[src/rtl/pipe_stage_buf_pkg.sv]
// Shared definitions for the inter-stage pipeline buffers.
// Contents:
//   - per-boundary LANES/DATA_W defaults for IF_ID, ID_EXE, EXE_MEM and MEM_WB
//   - default stall counter width
//   - skid entry state type
//   - lane_lo(): low bit index of a lane slice inside a packed lane bus
package pipe_stage_buf_pkg;

   localparam int unsigned IF_ID_LANES    = 2;
   localparam int unsigned IF_ID_DATA_W   = 64;
   localparam int unsigned ID_EXE_LANES   = 2;
   localparam int unsigned ID_EXE_DATA_W  = 150;
   localparam int unsigned EXE_MEM_LANES  = 2;
   localparam int unsigned EXE_MEM_DATA_W = 71;
   localparam int unsigned MEM_WB_LANES   = 2;
   localparam int unsigned MEM_WB_DATA_W  = 70;

   localparam int unsigned PSB_CNT_W = 32;

   typedef enum logic {
      SkidEmpty,
      SkidFull
   } skid_state_e;

   // Lane i of a packed bus lives at [lane_lo(i, w) +: w].
   function automatic int unsigned lane_lo(input int unsigned lane, input int unsigned w);
      return lane * w;
   endfunction

endpackage

[src/rtl/pipe_lane_reg.sv]
// One lane of a pipeline buffer entry: a valid bit plus its payload.
// Ports:
//   clk, rst_n   clock, asynchronous active-high reset
//   flush        clear the valid bit (highest priority)
//   load         replace the valid bit with valid_in
//   kill         clear the valid bit when not loading
//   valid_in     incoming valid
//   data_in      incoming payload, written only on load with valid_in set
//   valid, data  registered lane contents
module pipe_lane_reg #(
   parameter int unsigned DATA_W = 32
) (
   input  logic              clk,
   input  logic              rst_n,
   input  logic              flush,
   input  logic              load,
   input  logic              kill,
   input  logic              valid_in,
   input  logic [DATA_W-1:0] data_in,
   output logic              valid,
   output logic [DATA_W-1:0] data
);

   logic              valid_q;
   logic [DATA_W-1:0] data_q;

   // A load beats a kill: the kill targets the entry's old occupant only.
   always_ff @(posedge clk or posedge rst_n) begin
      if (rst_n) begin
         valid_q <= 1'b0;
      end else if (flush) begin
         valid_q <= 1'b0;
      end else if (load) begin
         valid_q <= valid_in;
      end else if (kill) begin
         valid_q <= 1'b0;
      end
   end

   // Invalid lanes keep their previous payload.
   always_ff @(posedge clk or posedge rst_n) begin
      if (rst_n) begin
         data_q <= '0;
      end else if (load && valid_in) begin
         data_q <= data_in;
      end
   end

   assign valid = valid_q;
   assign data  = data_q;

endmodule

[src/rtl/pipe_stage_buf.sv]
// Parametrised inter-stage pipeline buffer carrying LANES parallel lanes.
// Ports:
//   clk, rst_n        clock, asynchronous active-high reset
//   flush_i           kill every held and incoming lane
//   kill_lane_i       per-lane kill of the held main entry
//   pre_valid_i       upstream lane valids
//   pre_bus_i         upstream payload, lane i at [i*DATA_W +: DATA_W]
//   pre_allowin_o     stage accepts upstream data this cycle
//   now_ready_go_i    this stage's work is finished
//   next_allowin_i    downstream allowin
//   now_valid_o       main-entry lane valids
//   now_bus_o         main-entry payload
//   to_next_valid_o   valids offered downstream
//   stall_cnt_o       saturating count of cycles held without advancing
// SKID=0 gives a single register stage with combinational allowin; SKID=1 adds
// a skid entry so that pre_allowin_o comes straight from a register.
module pipe_stage_buf
   import pipe_stage_buf_pkg::*;
#(
   parameter int unsigned LANES  = 2,
   parameter int unsigned DATA_W = 32,
   parameter int unsigned SKID   = 0,
   parameter int unsigned CNT_W  = PSB_CNT_W
) (
   input  logic                    clk,
   input  logic                    rst_n,
   input  logic                    flush_i,
   input  logic [LANES-1:0]        kill_lane_i,
   input  logic [LANES-1:0]        pre_valid_i,
   input  logic [LANES*DATA_W-1:0] pre_bus_i,
   output logic                    pre_allowin_o,
   input  logic                    now_ready_go_i,
   input  logic                    next_allowin_i,
   output logic [LANES-1:0]        now_valid_o,
   output logic [LANES*DATA_W-1:0] now_bus_o,
   output logic [LANES-1:0]        to_next_valid_o,
   output logic [CNT_W-1:0]        stall_cnt_o
);

   logic [LANES-1:0]        main_valid;
   logic [LANES-1:0]        main_vin;
   logic [LANES*DATA_W-1:0] main_bus;
   logic [LANES*DATA_W-1:0] main_din;
   logic                    main_load;
   logic                    any_v;
   logic                    drain;
   logic [CNT_W-1:0]        stall_cnt_q;
   logic [CNT_W-1:0]        stall_cnt_d;

   assign any_v = |main_valid;
   assign drain = any_v & now_ready_go_i & next_allowin_i;

   if (SKID == 0) begin : g_direct
      logic accept;

      assign pre_allowin_o = ~any_v | drain;
      assign accept        = (|pre_valid_i) & pre_allowin_o & ~flush_i;

      // Drain without accept loads all-zero valids, emptying the entry.
      always_comb begin
         main_load = accept | drain;
         main_vin  = accept ? pre_valid_i : '0;
         main_din  = pre_bus_i;
      end
   end else begin : g_skid
      skid_state_e             state_q;
      skid_state_e             state_d;
      logic [LANES-1:0]        skid_valid;
      logic [LANES-1:0]        skid_vin;
      logic [LANES*DATA_W-1:0] skid_bus;
      logic                    skid_load;
      logic                    main_free;
      logic                    move;
      logic                    accept;
      logic                    to_main;
      logic                    to_skid;

      assign main_free     = ~any_v | drain;
      // A full skid also refills main when main was emptied by kills.
      assign move          = (state_q == SkidFull) & main_free;
      assign accept        = (|pre_valid_i) & (state_q == SkidEmpty) & ~flush_i;
      assign to_main       = accept & main_free;
      assign to_skid       = accept & ~main_free;
      assign pre_allowin_o = (state_q == SkidEmpty);

      always_ff @(posedge clk or posedge rst_n) begin
         if (rst_n) begin
            state_q <= SkidEmpty;
         end else begin
            state_q <= state_d;
         end
      end

      always_comb begin
         state_d   = state_q;
         main_load = move | to_main | drain;
         main_vin  = '0;
         main_din  = pre_bus_i;
         skid_load = to_skid | move;
         skid_vin  = to_skid ? pre_valid_i : '0;
         if (flush_i) begin
            state_d = SkidEmpty;
         end else if (to_skid) begin
            state_d = SkidFull;
         end else if (move) begin
            state_d = SkidEmpty;
         end
         if (move) begin
            main_vin = skid_valid;
            main_din = skid_bus;
         end else if (to_main) begin
            main_vin = pre_valid_i;
         end
      end

      for (genvar i = 0; i < LANES; i++) begin : g_skid_lane
         pipe_lane_reg #(
            .DATA_W (DATA_W)
         ) u_skid_lane (
            .clk      (clk),
            .rst_n    (rst_n),
            .flush    (flush_i),
            .load     (skid_load),
            .kill     (1'b0),
            .valid_in (skid_vin[i]),
            .data_in  (pre_bus_i[lane_lo(i, DATA_W) +: DATA_W]),
            .valid    (skid_valid[i]),
            .data     (skid_bus[lane_lo(i, DATA_W) +: DATA_W])
         );
      end
   end

   for (genvar i = 0; i < LANES; i++) begin : g_main_lane
      pipe_lane_reg #(
         .DATA_W (DATA_W)
      ) u_main_lane (
         .clk      (clk),
         .rst_n    (rst_n),
         .flush    (flush_i),
         .load     (main_load),
         .kill     (kill_lane_i[i]),
         .valid_in (main_vin[i]),
         .data_in  (main_din[lane_lo(i, DATA_W) +: DATA_W]),
         .valid    (main_valid[i]),
         .data     (main_bus[lane_lo(i, DATA_W) +: DATA_W])
      );
   end

   always_comb begin
      stall_cnt_d = stall_cnt_q;
      if (any_v && !drain && !flush_i && (stall_cnt_q != '1)) begin
         stall_cnt_d = stall_cnt_q + CNT_W'(1);
      end
   end

   always_ff @(posedge clk or posedge rst_n) begin
      if (rst_n) begin
         stall_cnt_q <= '0;
      end else begin
         stall_cnt_q <= stall_cnt_d;
      end
   end

   assign now_valid_o     = main_valid;
   assign now_bus_o       = main_bus;
   assign to_next_valid_o = main_valid & {LANES{now_ready_go_i}};
   assign stall_cnt_o     = stall_cnt_q;

endmodule

[config.mk]
export PLATFORM = sky130hd
export DESIGN_NAME = pipe_stage_buf
export DESIGN_NICKNAME = d
export VERILOG_FILES = /design/src/rtl/pipe_stage_buf_pkg.sv /design/src/rtl/pipe_lane_reg.sv /design/src/rtl/pipe_stage_buf.sv
export SDC_FILE = /design/constraint.sdc
export NUM_CORES = 1
export LEC_CHECK = 0
export BUFFER_PORTS_ARGS = -buffer_cell sky130_fd_sc_hd__buf_4
export CAP_MARGIN = 20
export CORE_ASPECT_RATIO = 0.9
export CORE_MARGIN = 5
export CORE_UTILIZATION = 51
export DETAILED_ROUTE_END_ITERATION = 7
export PLACE_DENSITY_LB_ADDON = 0.25
export SYNTH_ARGS = -nofsm -noshare
export SYNTH_HDL_FRONTEND = slang
export SYNTH_SLANG_ARGS = --single-unit
[constraint.sdc]
create_clock -name clk -period 4 [get_ports clk]
set_input_delay 0.2 -clock clk [delete_from_list [all_inputs] [get_ports clk]]
set_output_delay 0.2 -clock clk [all_outputs]
set_load 0.02 [all_outputs]
## After elaboration in Yosys (flattened, before gate mapping)

Cells that the tools add are included.

- Bitwise logic cells: 9
- Reductions and logical operators: 11
- Add/sub/neg operators: 1
- Equal/unequal tests: 1
- Multiplexer cells: 7

Operators with widths:

| kind | count |
|---|---|
| 32-bit by 1-bit adder with 32-bit output, second input constant | 1 |
| 32-bit != test, second input constant | 1 |
| 1-bit 2-to-1 mux | 6 |
| 3-bit nonzero test | 2 |
| 1-bit logical AND | 5 |
| 1-bit bitwise AND | 4 |
| 2-bit OR reduction | 2 |
| 2-bit bitwise AND | 1 |
| 1-bit logical NOT | 2 |
| 2-bit 2-to-1 mux | 1 |
| 1-bit NOT | 2 |
| 1-bit OR | 2 |

- Logic and storage cells: 34
- Bits of input ports: 73
- Register bits after elaboration: 98
- Output and inout bits: 101

## Longest topological paths before layout

- Depth in word-level cells: 9
- Depth in mapped cells: 8
- Depth with buffers taken out: 6

## By module

Synthesis repeated with hierarchy kept, for this count alone.

- Cells, all modules: 307
- Area total of the unflattened synthesis: 4380.5 µm²

By module, submodules not included:

| module | area each (µm²) | sequential area each (µm²) | cells an instance | instances |
|---|---|---|---|---|
| pipe_lane_reg | 1352.5 | 825.8 | 72 | 2 |
| pipe_stage_buf | 1675.4 | 800.8 | 163 | 1 |

## Least setup slack after synthesis

OpenSTA, ideal clock, no wires.

- Path type: register to register
- Start point: register stall_cnt_q[0] (netlist: stall_cnt_o[0])
- End point: register stall_cnt_q[12] (netlist: stall_cnt_o[12])
- Data required time: 3.867 ns
- Path buffers: 1
- Stages on the path, launching flop included: 8
- Period minus slack after synthesis: 2.121 ns
- Arrival time: 1.988 ns
- Setup slack: 1.879 ns
- Library setup time: 0.133 ns
- Cell sequence: dfrtp_1 > ha_1 > nand2_1 > or3_1 > buf_6 > o31a_1 > and4_1 > xor2_1

- Longest elaborated chain between the ends: 2
- Elaborated cells between the ends (all ways): 3
- Those cells by class: add/sub (1); eq/ne (1); reduce/logical (1)

Ends and longest elaborated chain:

| item | line | source |
|---|---|---|
| start: declaration | pipe_stage_buf.sv:47 | `logic [CNT_W-1:0] stall_cnt_q;` |
| start signal: assignment | pipe_stage_buf.sv:160 | `stall_cnt_q <= stall_cnt_d;` |
| parallel branches: the longest is 2 deep, another holds 32-bit by 1-bit adder with 32-bit output | n/a |  |

Parallel ways; which one is timed is not known.
A chain may end at the register's enable or synchronous reset.

## Worst setup path after layout

- Start point: register g_main_lane[1].u_main_lane.valid_q
- End point: register g_main_lane[1].u_main_lane.data_q[24]

- Longest elaborated chain between the ends: 8
- Elaborated cells between the ends (all ways): 10
- Those cells by class: mux (1); bitwise (7); reduce/logical (2)

Ends and longest elaborated chain:

| item | line | source |
|---|---|---|
| start: declaration | pipe_lane_reg.sv:24 | `logic valid_q;` |
| start signal: assignment | pipe_lane_reg.sv:34 | `valid_q <= valid_in;` |
| 2-bit OR reduction * | pipe_stage_buf.sv:50 | `assign any_v = \|main_valid;` |
| 1-bit bitwise AND (2 in a row) | pipe_stage_buf.sv:51 | `assign drain = any_v & now_ready_go_i & next_allowin_i;` |
| 1-bit OR | pipe_stage_buf.sv:56 | `assign pre_allowin_o = ~any_v \| drain;` |
| 1-bit bitwise AND (2 in a row) | pipe_stage_buf.sv:57 | `assign accept = (\|pre_valid_i) & pre_allowin_o & ~flush_i;` |
| 1-bit OR or 2-bit 2-to-1 mux (tied branches) | pipe_stage_buf.sv:61, pipe_stage_buf.sv:62 |  |
| 1-bit logical AND * | pipe_lane_reg.sv:44 | `end else if (load && valid_in) begin` |
| end signal: assignment | pipe_lane_reg.sv:45 | `data_q <= data_in;` |
| end: declaration | pipe_lane_reg.sv:25 | `logic [DATA_W-1:0] data_q;` |

Mark *: on every way between the ends. The rest lies on a longest branch, timed or not.

==> metrics.md <==
| Metric | Value |
|---|---|
| Run status | `finished clean` |
| Sum of negative setup slack | `0 ns` |
| Setup repair after global routing missed its margin | `false` |
| Number of global-route vias before repair | `3052` |
| Sinks on the clock net | `98` |
| Maximum clock frequency | `439 MHz` |
| Period utilisation layout | `56.9%` |
| Met3 wire len | `582 um` |
| Hold/Removal Path Class | `primary input to flop` |
| Start of the worst register-to-register path | `g_main_lane[1].u_main_lane.valid` |
| Sequential fraction of the synthesis area | `60.2%` |
| Worst setup skew after layout | `0.00904 ns` |
| Die width | `104 um` |
| Data arrival time of the worst path | `2.51 ns` |
| Clock tree root driver cell | `sky130_fd_sc_hd__clkbuf_8` |
| Setup violators final | `0` |
| Cell Area, Synth | `4070 um^2` |
| Die Span Y | `94.8 um` |
| HPWL after detailed placement | `7370 um` |
| Drt wl/cell | `16.8 um` |
| Resized Gates After CTS | `0` |
| Floorplan Core Area | `7910 um^2` |
| # hold bufs at CTS | `0` |
| Row cnt | `31` |
| Data required time of the worst path | `4.24 ns` |
| Number of storage elements in the synthesis netlist | `98` |
| Count of placed standard cells including taps | `556` |
| Number of DRC markers after the initial detailed-route iteration | `112` |
| Worst slew margin relative to its limit | `62.1%` |
| Total iterations of the first detailed-routing run | `4` |
| Reg2Reg Setup Slack | `1.72 ns` |
| Clock transition time at the flip-flop clock pins of the worst setup and hold paths | `0.09 ns` |
| Initial antenna violation count | `0` |
| Clock period minus worst slack | `2.28 ns` |
| IO Count | `174` |
| Post-CTS Setup Inserts | `0` |
| Longest Clk Path Bufs | `2` |
| Final wirelength | `9650 um` |
| Antenna diode count | `0` |
| Beginning of the worst hold path | `pre_bus_i[13]` |
| Critical setup path kind | `flop to flop` |
| Pins Over Slew Limit | `0` |
| Number of vias after detailed routing | `2872` |
| Proportion of layout cells with a drive suffix above 1 | `56.2%` |
| Power Dens Cells | `478 nW/um^2` |
| Final Hold Viols | `0` |
| Placer's final routability congestion estimate | `0.823` |
| Hold Crit Depth | `2` |
| Layout Area Growth over Synthesis | `40.2%` |
| Cells on worst reg2reg path | `5` |
| Num CTS Buffers | `9` |
| Largest net degree at the start of global routing | `64` |
| Worst hold endpoint | `g_main_lane[0].u_main_lane.data[13]` |
| Net count of the mapped netlist | `367` |
| Total number of yosys warnings | `0` |
| Average cell area after synthesis | `13.9 um^2` |
| Routed wire length on met2 | `4800 um` |
| All-Layer GR Usage | `19.6%` |
| Number of cells produced by synthesis | `293` |
| Actual transition at the worst max-transition pin | `0.569 ns` |
| Distinct cell type count after synthesis | `31` |
| Number of vias per cell | `5.00` |
| # DRC | `0` |
| Clock latency on the worst-skew pair | `0.35 ns` |
| Number of buffers inserted by port buffering | `173` |
| Maximum fanout encountered on the critical timing path | `21` |
| Number of max-capacitance violations reported | `0` |
| Leakage power figure | `2.76 nW` |
| Initial core utilization | `51.5%` |
| Highest metal layer used by the detailed router | `met4` |
| Worst reg2reg endpoint | `g_main_lane[1].u_main_lane.data[24]` |
| Routed Antenna Nets | `0` |
| Number of nets in the layout | `544` |
| Clock tree from TritonCTS | `built` |
| Global route overflow | `0` |
| Sum of routed wire segments on met1 | `4160 um` |
| Worst-case vdd ir drop | `320 uV` |
| Crit end category | `flop` |
| Element type at the critical path start | `flop` |
| Wire length of the first global-routing pass | `15500 um` |
| Die area | `9880 um^2` |
| Count of H-tree levels built during CTS | `3` |
| Non-filler instance count after layout | `574` |
metrics by stage:
stage          instance area (um^2)  util (%)  hold slack, ns  power, W  setup WS [ns]
2_1_floorplan                  4070         -           0.352   0.00168           1.24
3_3_place_gp                   5440      68.8           0.434   0.00204           1.81
3_5_place_dp                   5440      68.8           0.436   0.00206           1.72
4_1_cts                        5670      71.7          0.0551   0.00276           1.71
5_1_grt                        5710      72.2          0.0532   0.00287           1.58
6_report                       5710      72.2          0.0755   0.00273           1.72
worst max-delay path: stages, from the launching register on:
cell                        delay, ns
sky130_fd_sc_hd__dfrtp_1         0.41
sky130_fd_sc_hd__o2bb2ai_1       0.29
sky130_fd_sc_hd__nor2b_1         0.20
sky130_fd_sc_hd__and2_1          0.51
sky130_fd_sc_hd__buf_4           0.38
sky130_fd_sc_hd__mux2_2          0.37
cells in the mapped netlist:
cell type / instances / share of area, %
sky130_fd_sc_hd__a2111oi_2: 1 / 0.37
sky130_fd_sc_hd__a31o_2: 2 / 0.43
sky130_fd_sc_hd__and2_1: 9 / 1.4
sky130_fd_sc_hd__and3_1: 3 / 0.46
sky130_fd_sc_hd__and4_1: 7 / 1.5
sky130_fd_sc_hd__and4_2: 1 / 0.25
sky130_fd_sc_hd__buf_2: 6 / 0.74
sky130_fd_sc_hd__buf_4: 2 / 0.37
sky130_fd_sc_hd__buf_6: 2 / 0.55
sky130_fd_sc_hd__clkbuf_1: 2 / 0.18
sky130_fd_sc_hd__dfrtp_1: 98 / 60
sky130_fd_sc_hd__ha_1: 1 / 0.31
sky130_fd_sc_hd__inv_1: 4 / 0.37
sky130_fd_sc_hd__mux2_2: 65 / 18
sky130_fd_sc_hd__nand2_1: 13 / 1.2
sky130_fd_sc_hd__nand2b_1: 1 / 0.15
sky130_fd_sc_hd__nand3_1: 14 / 1.7
sky130_fd_sc_hd__nand4_1: 8 / 1.2
sky130_fd_sc_hd__nand4_2: 1 / 0.31
sky130_fd_sc_hd__nor2_1: 5 / 0.46
sky130_fd_sc_hd__nor2b_1: 1 / 0.15
sky130_fd_sc_hd__nor3_1: 10 / 1.2
sky130_fd_sc_hd__nor4_4: 1 / 0.52
sky130_fd_sc_hd__o2111ai_1: 1 / 0.22
sky130_fd_sc_hd__o2bb2ai_1: 1 / 0.22
sky130_fd_sc_hd__o31a_1: 1 / 0.22
sky130_fd_sc_hd__o31ai_4: 1 / 0.52
sky130_fd_sc_hd__or2_2: 1 / 0.15
sky130_fd_sc_hd__or3_1: 1 / 0.15
sky130_fd_sc_hd__xnor2_1: 19 / 4.1
sky130_fd_sc_hd__xor2_1: 11 / 2.4
placed cells by master, fill, tap and decap left out, types with 2 or more instances in the layout:
| master | netlist | routed |
|---|---|---|
| sky130_fd_sc_hd__nand2_1 | 13 | 13 |
| sky130_fd_sc_hd__xor2_1 | 11 | 11 |
| sky130_fd_sc_hd__clkinv_2 | 0 | 2 |
| sky130_fd_sc_hd__nand4_1 | 8 | 8 |
| sky130_fd_sc_hd__mux2_2 | 65 | 65 |
| sky130_fd_sc_hd__nand3_1 | 14 | 14 |
| sky130_fd_sc_hd__inv_1 | 4 | 3 |
| sky130_fd_sc_hd__and4_1 | 7 | 7 |
| sky130_fd_sc_hd__clkbuf_8 | 0 | 10 |
| sky130_fd_sc_hd__and2_1 | 9 | 9 |
| sky130_fd_sc_hd__a31o_2 | 2 | 2 |
| sky130_fd_sc_hd__nor2_1 | 5 | 5 |
| sky130_fd_sc_hd__nor3_1 | 10 | 10 |
| sky130_fd_sc_hd__xnor2_1 | 19 | 19 |
| sky130_fd_sc_hd__and3_1 | 3 | 3 |
| sky130_fd_sc_hd__clkinv_4 | 0 | 2 |
| sky130_fd_sc_hd__bufinv_16 | 0 | 2 |
| sky130_fd_sc_hd__buf_4 | 2 | 176 |
| sky130_fd_sc_hd__dfrtp_1 | 98 | 98 |
area by class of cell:
| class | instances | area, um^2 |
|---|---|---|
| fill | 555 | 2200 |
| clock inverter | 6 | 90.1 |
| tap | 99 | 124 |
| sequential | 98 | 2450 |
| inverter | 4 | 16.3 |
| multi-input combinational | 179 | 1530 |
| timing repair buffer | 178 | 1360 |
| clock buffer | 10 | 138 |
logic make-up after synthesis:
kind of cell,count (synthesis),synth area share (%)
flip-flops,98,60.2
AND/OR/NAND/NOR,76,10.9
multiplexers,65,18.0
XOR/XNOR,30,6.45
buffers and inverters,16,2.21
AO/OA/AOI/OAI,7,1.97
adder cells (fa/ha/maj),1,0.307
where the power goes:
group	switching [W]	internal [W]
clock network	0.000324	0.000370
logic	0.000394	0.000388
registers	0.000103	0.00115
total	0.000821	0.00191
worst max-delay path by stage:
stage | to | start | slack [ns]
floorplan | g_main_lane[0].u_main_lane.data[0] | rst_n | 1.24
global placement | g_main_lane[1].u_main_lane.data[26] | g_main_lane[1].u_main_lane.valid | 1.81
detailed placement | g_main_lane[1].u_main_lane.data[13] | g_main_lane[1].u_main_lane.valid | 1.72
CTS | g_main_lane[1].u_main_lane.data[13] | g_main_lane[1].u_main_lane.valid | 1.71
global route | stall_cnt_o[12] | stall_cnt_o[0] | 1.58
finish | g_main_lane[1].u_main_lane.data[24] | g_main_lane[1].u_main_lane.valid | 1.72
per-layer routing:
layer  track usage (%)  vias to the layer above
li1                  -                     1378
met1              25.5                     1385
met2              32.3                      101
met3              5.88                        8
met4              5.07                        0
met5                 0                        -
state kept, by name, indices dropped and copies added (netlist names):
name and flops:
g_main_lane.u_main_lane.data 64, g_main_lane.u_main_lane.valid 2, stall_cnt_o 32
Power figures use the tool's default switching activity.
